`src/rtl/clk_div_prog_if.sv`:
```
// Divisor reload bus for clk_div_prog.
// The controller side (master) drives the new divisor and its load strobe.
// The divider side (slave) reports whether a captured divisor is still waiting for a period boundary.
interface clk_div_prog_if #(
  parameter int WIDTH = 24
);
  logic [WIDTH-1:0] DIV_IN;
  logic             DIV_LOAD;
  logic             DIV_PEND;

  modport master (output DIV_IN, output DIV_LOAD, input DIV_PEND);
  modport slave  (input DIV_IN, input DIV_LOAD, output DIV_PEND);
endinterface

```
`src/rtl/clk_div_prog.sv`:
```
// Runtime-programmable clock divider / tick generator.
//
// - CLK_OUT is a registered square wave: low for floor(D/2) cycles, then high for ceil(D/2) cycles.
// - TICK is a one-cycle pulse on the first cycle of each period.
// - A new divisor is captured into a shadow register and takes effect only at a period boundary,
//   so the period in progress always completes at its original length.
//
// Optional feature: define CLK_DIV_SYNC_CLR_EN to add the SYNC_CLR input.
// SYNC_CLR restarts the phase synchronously, which lets several dividers be aligned.
module clk_div_prog #(
  parameter int          WIDTH       = 24,
  parameter int unsigned DEFAULT_DIV = 524288
) (
  input  logic          CLK,
  input  logic          RESET_N,
  input  logic          EN,
  clk_div_prog_if.slave div_bus,
`ifdef CLK_DIV_SYNC_CLR_EN
  input  logic          SYNC_CLR,
`endif
  output logic          CLK_OUT,
  output logic          TICK
);

  localparam logic [WIDTH-1:0] DIV_RST = WIDTH'(DEFAULT_DIV);
  localparam logic [WIDTH-1:0] DIV_MIN = WIDTH'(2);

  logic [WIDTH-1:0] cnt;
  logic [WIDTH-1:0] div_act;
  logic [WIDTH-1:0] shadow;
  logic             pend;

  logic [WIDTH-1:0] cnt_nx;
  logic [WIDTH-1:0] div_nx;
  logic [WIDTH-1:0] shadow_nx;
  logic             pend_nx;
  logic             tick_nx;
  logic             clk_out_nx;

  logic [WIDTH-1:0] load_val;
  logic [WIDTH-1:0] apply_val;
  logic             have_new;
  logic             wrap;
  logic             sync_clr;

`ifdef CLK_DIV_SYNC_CLR_EN
  assign sync_clr = SYNC_CLR;
`else
  assign sync_clr = 1'b0;
`endif

  // Divisors below 2 would make the period unreachable or degenerate, so they are clamped to 2.
  assign load_val  = (div_bus.DIV_IN < DIV_MIN) ? DIV_MIN : div_bus.DIV_IN;
  // A load strobe in the same cycle takes precedence over an older pending value.
  assign apply_val = div_bus.DIV_LOAD ? load_val : shadow;
  assign have_new  = div_bus.DIV_LOAD | pend;
  // div_act is never below 2, so the subtraction cannot underflow.
  assign wrap      = (cnt == (div_act - WIDTH'(1)));

  // Next-state computation for counter, active divisor, shadow and outputs.
  always_comb begin
    cnt_nx     = cnt;
    div_nx     = div_act;
    shadow_nx  = shadow;
    pend_nx    = pend;
    tick_nx    = 1'b0;

    if (div_bus.DIV_LOAD) begin
      shadow_nx = load_val;
      pend_nx   = 1'b1;
    end

    if (sync_clr) begin
      cnt_nx  = '0;
      pend_nx = 1'b0;
      if (have_new) div_nx = apply_val;
    end else if (EN) begin
      if (wrap) begin
        cnt_nx  = '0;
        tick_nx = 1'b1;
        pend_nx = 1'b0;
        if (have_new) div_nx = apply_val;
      end else begin
        cnt_nx = cnt + WIDTH'(1);
      end
    end

    // The output is computed from the updated count and divisor, so it stays aligned with cnt.
    // When frozen, cnt and div_act are unchanged, so this reproduces the held value.
    clk_out_nx = (cnt_nx >= (div_nx >> 1));
  end

  // State and output registers with asynchronous clear.
  always_ff @(posedge CLK or negedge RESET_N) begin
    if (!RESET_N) begin
      cnt     <= '0;
      div_act <= DIV_RST;
      shadow  <= '0;
      pend    <= 1'b0;
      CLK_OUT <= 1'b0;
      TICK    <= 1'b0;
    end else begin
      cnt     <= cnt_nx;
      div_act <= div_nx;
      shadow  <= shadow_nx;
      pend    <= pend_nx;
      CLK_OUT <= clk_out_nx;
      TICK    <= tick_nx;
    end
  end

  assign div_bus.DIV_PEND = pend;

endmodule
```
`src/flat_wrapper.sv`:
```
// flat-port wrapper written by rule: the top's interface ports become plain ports
module clk_div_prog_flat 
#(
  parameter int          WIDTH       = 24,
  parameter int unsigned DEFAULT_DIV = 524288
)
  (CLK, RESET_N, EN, CLK_OUT, TICK, div_bus_DIV_IN, div_bus_DIV_LOAD, div_bus_DIV_PEND);
  clk_div_prog_if #(.WIDTH(WIDTH)) div_bus_i ();
  input  logic CLK;
  input  logic RESET_N;
  input  logic EN;
  output logic CLK_OUT;
  output logic TICK;
  input wire logic [$bits(div_bus_i.DIV_IN)-1:0] div_bus_DIV_IN;
  input wire logic [$bits(div_bus_i.DIV_LOAD)-1:0] div_bus_DIV_LOAD;
  output wire logic [$bits(div_bus_i.DIV_PEND)-1:0] div_bus_DIV_PEND;
  assign div_bus_i.DIV_IN = div_bus_DIV_IN;
  assign div_bus_i.DIV_LOAD = div_bus_DIV_LOAD;
  assign div_bus_DIV_PEND = div_bus_i.DIV_PEND;
  clk_div_prog #(.WIDTH(WIDTH), .DEFAULT_DIV(DEFAULT_DIV)) u_core (.CLK(CLK), .RESET_N(RESET_N), .EN(EN), .div_bus(div_bus_i), .CLK_OUT(CLK_OUT), .TICK(TICK));
endmodule
```
`config.mk`:
```
export PLATFORM = sky130hd
export DESIGN_NAME = clk_div_prog_flat
export DESIGN_NICKNAME = d
export VERILOG_FILES = /design/src/rtl/clk_div_prog_if.sv /design/src/rtl/clk_div_prog.sv /design/src/flat_wrapper.sv
export SDC_FILE = /design/constraint.sdc
export NUM_CORES = 1
export LEC_CHECK = 0
export ABC_AREA = 0
export BUFFER_PORTS_ARGS = -buffer_cell sky130_fd_sc_hd__buf_4
export CAP_MARGIN = 20
export CORE_MARGIN = 2
export CORE_UTILIZATION = 49
export CTS_CLUSTER_SIZE = 8
export DETAILED_ROUTE_END_ITERATION = 8
export PLACE_DENSITY = 0.72
export SYNTH_ARGS = -nofsm -noshare
export SYNTH_HDL_FRONTEND = slang
export SYNTH_SLANG_ARGS = --single-unit
```
`constraint.sdc`:
```
create_clock -name CLK -period 6.2 [get_ports CLK]
set_input_delay 1.24 -clock CLK [delete_from_list [all_inputs] [get_ports CLK]]
set_output_delay 1.24 -clock CLK [all_outputs]
set_load 0.05 [all_outputs]
```
## Word level (Yosys, flattened, before mapping)

Cells that the tools add are included.

| storage, ports and cells | value |
|---|---|
| bits in registers | 75 |
| bits in latches | 0 |
| memory bits (writable) | 0 |
| memory bits (read-only) | 0 |
| logic and storage cells | 26 |
| memories | 0 |

| operators by class | value |
|---|---|
| $add $sub $neg | 2 |
| $mul | 0 |
| div/mod/pow operators | 0 |
| $lt $le $gt $ge | 2 |
| equality and inequality tests | 1 |
| shift operators | 0 |
| mux-type cells | 12 |
| bitwise logic cells | 1 |
| reduce and logical (&&, ||, !) cells | 1 |

Operators with widths:

| cell | number |
|---|---|
| 2-to-1 mux 24 bit | 7 |
| adder 24 x 1 -> 24 bit (second input constant) | 1 |
| equality test 24 bit | 1 |
| greater-or-equal comparator 24 x 23 -> 1 bit | 1 |
| less-than comparator 24 x 2 -> 1 bit (second input constant) | 1 |
| subtractor 24 x 1 -> 24 bit (second input constant) | 1 |
| 2-to-1 mux 1 bit | 5 |
| AND reduction 3 bit | 1 |
| bitwise OR 1 bit | 1 |

## Logic depth before layout (Yosys ltp)

| depth | value |
|---|---|
| depth after elaboration | 7 |
| depth in mapped cells | 19 |
| mapped depth without buffers | 17 |

## Worst setup path after synthesis

No wires, ideal clock.

| timing path | value |
|---|---|
| path type | reg-to-reg |
| from | register u_core.div_act[15] |
| to | register u_core.CLK_OUT |
| library setup time | 0.132 ns |
| arrival | 4.033 ns |
| required time | 6.068 ns |
| slack | 2.035 ns |
| cell stages (with the launch flop) | 19 |
| path buffers | 3 |
| clock period less this slack | 4.165 ns |
| cell sequence | dfrtp_1 -> clkbuf_1 -> or4_1 -> or4_1 -> xor2_1 -> a31o_1 -> nand4_1 -> nor4_2 -> buf_4 -> buf_6 -> mux2_1 -> ha_1 -> nand2b_1 -> a21o_1 -> a21oi_1 -> o21ai_0 -> a21o_1 -> a211oi_1 -> o21ai_1 |

| on the way | value |
|---|---|
| longest elaborated chain between the ends | 5 |
| elaborated cells on any way between the ends | 8 |
| classes of those cells | add/sub (1); order compare (1); eq/ne (1); mux (5) |

RTL lines:

| what | line | RTL |
|---|---|---|
| from (decl) | clk_div_prog.sv:29 | `logic [WIDTH-1:0] div_act;` |
| from (signal assigned) | clk_div_prog.sv:104 | `div_act <= div_nx;` |
| subtractor 24 x 1 -> 24 bit | clk_div_prog.sv:58 | `assign wrap = (cnt == (div_act - WIDTH'(1)));` |
| equality test 24 bit | clk_div_prog.sv:58 |  |
| 2-to-1 mux 24 bit | clk_div_prog.sv:78 | `if (wrap) begin` |
| 2-to-1 mux 24 bit | clk_div_prog.sv:77 | `end else if (EN) begin` |
| via u_core.div_nx[1] | clk_div_prog.sv:34 | `logic [WIDTH-1:0] div_nx;` |
| greater-or-equal comparator 24 x 23 -> 1 bit | clk_div_prog.sv:90 | `clk_out_nx = (cnt_nx >= (div_nx >> 1));` |
| via u_core.clk_out_nx | clk_div_prog.sv:38 | `logic clk_out_nx;` |
| to (signal assigned) | clk_div_prog.sv:107 | `CLK_OUT <= clk_out_nx;` |
| to (decl) | clk_div_prog.sv:21 | `output logic CLK_OUT,` |

The timed path passes the listed nets, and every way through them passes these cells.
A chain may end at the register's enable or synchronous reset.

## Worst setup path after layout

| timing path | value |
|---|---|
| from | register u_core.div_act[0] |
| to | register u_core.CLK_OUT |

| on the way | value |
|---|---|
| longest elaborated chain between the ends | 5 |
| elaborated cells on any way between the ends | 7 |
| classes of those cells | add/sub (1); order compare (1); eq/ne (1); mux (4) |

RTL lines:

| what | line | RTL |
|---|---|---|
| subtractor 24 x 1 -> 24 bit | clk_div_prog.sv:58 |  |
| equality test 24 bit | clk_div_prog.sv:58 |  |
| 2-to-1 mux 24 bit | clk_div_prog.sv:78 |  |
| 2-to-1 mux 24 bit | clk_div_prog.sv:77 |  |
| via u_core.cnt_nx[5] | clk_div_prog.sv:33 | `logic [WIDTH-1:0] cnt_nx;` |
| greater-or-equal comparator 24 x 23 -> 1 bit | clk_div_prog.sv:90 |  |
| via u_core.clk_out_nx | clk_div_prog.sv:38 |  |

The timed path passes the listed nets, and every way through them passes these cells.

==> run summary <==
gr ovfl total - 0
I/O pins - 31
Nets - 526
most used cell, CP - ha_1
via count - 3516
Synth async-reset ratio - 100%
antenna violations before repair - 0
Root Buffer - clkbuf_8
Synth Cell Area - 4700 sq um
Final HPWL DP - 8360 um
Routed WL per cell - 18.7 um
Worst Setup End Kind - register
H-tree depth - 3
total clock sinks - 75
Max FO, Critical Path - 9
Synth top area share - 39.4%
synth cell count leaders - dfrtp_1, nor2_1, xor2_1
worst min path class - reg -> reg
flops & latches, synth - 75
Final Setup Violations - 0
DIE WIDTH - 102 um
Mapped Nets - 496
Max Slew Vio Count - 0
Worst EP arrival - 5.36 ns
critical path class - reg -> reg
CTS tree - built
syn avg cell area - 10.6 sq um
row cnt - 35
Final Power - 0.00128 W
vias in the first global route - 3502
fin crit share - 82.7%
Fillers - 805
largest net degree at the start of global routing - 76
leakage - 2.39 nW
Max Clock Skew - 0.00912 ns
status - completed
Hold Buf Count CTS - 0
clk_lat worst skew - 0.36 ns
Via density - 5.79
Peak VDD IR - 0.131 mV
sequential area share after synthesis - 39.9%
Worst Tran Pin Value - 1.05 ns
Cells after Synth - 443
# diodes - 0
Max Buffers Root-to-Sink - 2
Initial DRC Count - 177
Clock Pin Slew Worst Setup and Hold Paths - 0.08 ns
Die ar. - 10400 sq um
Synth-to-Final Area Change - 13.3%
ratio of cells with drive above 1 in the final layout - 16.7%
Synth area leader - dfrtp_1
worst path cell trace - inv_1 -> ha_1 -> nor2b_1 -> nand2_1 -> or3_1 -> o31ai_1 -> nand4_1 -> nor4_2 -> nor2_1 -> ha_1 -> a2111o_1 -> a31oi_1 -> o21ai_0 -> a21o_1 -> a211oi_1 -> o21ai_1
max-cap viol count - 0
Rel. slew slack - 29.3%
CP max-delay cell - nor4_2
Post-CTS Setup Inserts - 0
met3 usage - 4.51%
setup_tns - 0 ns
startpoint class of the critical path - register
GR Util met2 - 36.7%
total iterations of the first detailed-routing run - 4
Antenna Nets Post-Route - 0
Port Buffer Count - 30
routability congestion estimate - 0.916
RSZ-0062 raised after global routing - false
Synth area leaders - dfrtp_1, ha_1, mux2_1
Resized cells post-CTS - 0
Pwr Density - 240 nW/um^2
Post-Route WL - 11400 um
Die Ht - 102 um
total core area - 9280 sq um
most common cell in the netlist - dfrtp_1
global route hottest layer - met2
worst path required time - 6.43 ns
met1 global-route usage - 33.3%
Tmin final - 5.13 ns
Yosys warning total - 0
GRT Util Overall - 23.6%
Hold Fails Final Rpt - 0
synth unique cells - 56
fmax - 195 MHz
Max stage delay on crit path - 0.85 ns
ys flop type - dfrtp_1
Initial Util - 50.7%
total CTS buffers - 9
global-route wire length before repair - 18700 um
DRC viols - 0
number of enable flip-flop cells after synthesis - 0
==> area by class of cell <==
class                      count  area, sq um  share of cell area, %
sequential                    75         1880                   35.2
multi-input combinational    344         2710                   50.9
tap                          129          161                   3.03
clock inverter                 4          120                   2.25
clock buffer                  12          155                   2.91
inverter                       9         33.8                  0.634
timing repair buffer          34          268                   5.02
==> cells in the final DEF (no fill, tap or decap), drive strengths merged, types with 2 or more instances in the layout <==
cell type	netlist	routed
a31oi	4	4
nand2	20	20
a21o	6	6
nor3	10	10
a21oi	10	10
ha	25	25
mux2i	26	26
o21ai	14	14
inv	9	9
o2bb2ai	2	2
and4	3	3
o22ai	2	2
nand3	15	15
or4	4	4
bufinv	0	4
clkbuf	6	12
nand4b	3	3
xor2	27	27
a211oi	4	4
dfrtp	74	74
nand2b	8	8
and3	8	8
nand4	9	9
mux2	46	46
buf	9	34
nor2	36	36
nor2b	5	5
nor4	15	15
o21a	5	5
xnor2	20	20
==> stage by stage <==
stage	hold slack, ns	setup slack (ns)	instances	cell area (sq um)	utilization, %
finish	0.519	1.07	607	5330	57.4
global route	0.534	0.809	607	5330	57.4
CTS	0.522	1.07	607	5330	57.4
detailed placement	0.502	1.12	591	5050	54.4
global placement	0.492	1.28	591	5050	54.4
floorplan	0.466	2.04	443	4700	-
==> kinds of logic after synthesis <==
| group | after synthesis | share of synthesized area, % |
|---|---|---|
| simple gates | 143 | 17.1 |
| buf+inv | 24 | 2.74 |
| flops | 75 | 39.9 |
| mux | 72 | 16.5 |
| compound gates | 56 | 7.79 |
| fa+ha+maj | 25 | 6.65 |
| xor+xnor | 48 | 9.26 |
==> metal layers <==
metal  routed length (um)  part of all wire [%]
met3                  502                   4.4
met4                  273                   2.4
met2                 5140                    45
met5                    0                     0
met1                 5450                    48
==> registers in the layout, indices dropped and copies added (netlist names) <==
signal                   flops
u_core.div_act              24
u_core.shadow               24
u_core.CLK_OUT               1
u_core.TICK                  1
u_core.cnt                  24
u_core.div_bus.DIV_PEND      1
==> power breakdown <==
part	switching [W]	internal (W)
clock network	0.000191	0.000331
registers	0.0000345	0.000519
logic	0.000108	0.0000957
total	0.000333	0.000945
==> worst paths after layout <==
check | startpoint | end | slack, ns | cells after the start
max | u_core.div_act[0]$_DFFE_PN0P_ | u_core.CLK_OUT$_DFF_PN0_ | 1.07 | 16
min | u_core.shadow[23]$_DFF_PN0_ | u_core.shadow[23]$_DFF_PN0_ | 0.52 | 1
max reg2reg | u_core.div_act[0]$_DFFE_PN0P_ | u_core.CLK_OUT$_DFF_PN0_ | 1.07 | 16
min reg2reg | u_core.shadow[23]$_DFF_PN0_ | u_core.shadow[23]$_DFF_PN0_ | 0.52 | 1
max in group asynchronous | RESET_N | u_core.CLK_OUT$_DFF_PN0_ | 4.55 | 1
min in group asynchronous | RESET_N | u_core.cnt[17]$_DFF_PN0_ | 1.04 | 1
==> worst max-delay path: cells and delay by family (launching register included) <==
kind                       cells  cell delay [ns]
buffers and inverters          1             0.08
DFF                            1             0.43
and+or+nand+nor                6             2.20
adders and majority gates      2             0.56
AOI/OAI and AO/OA              7             1.71
(Power assumes the default switching activity.)
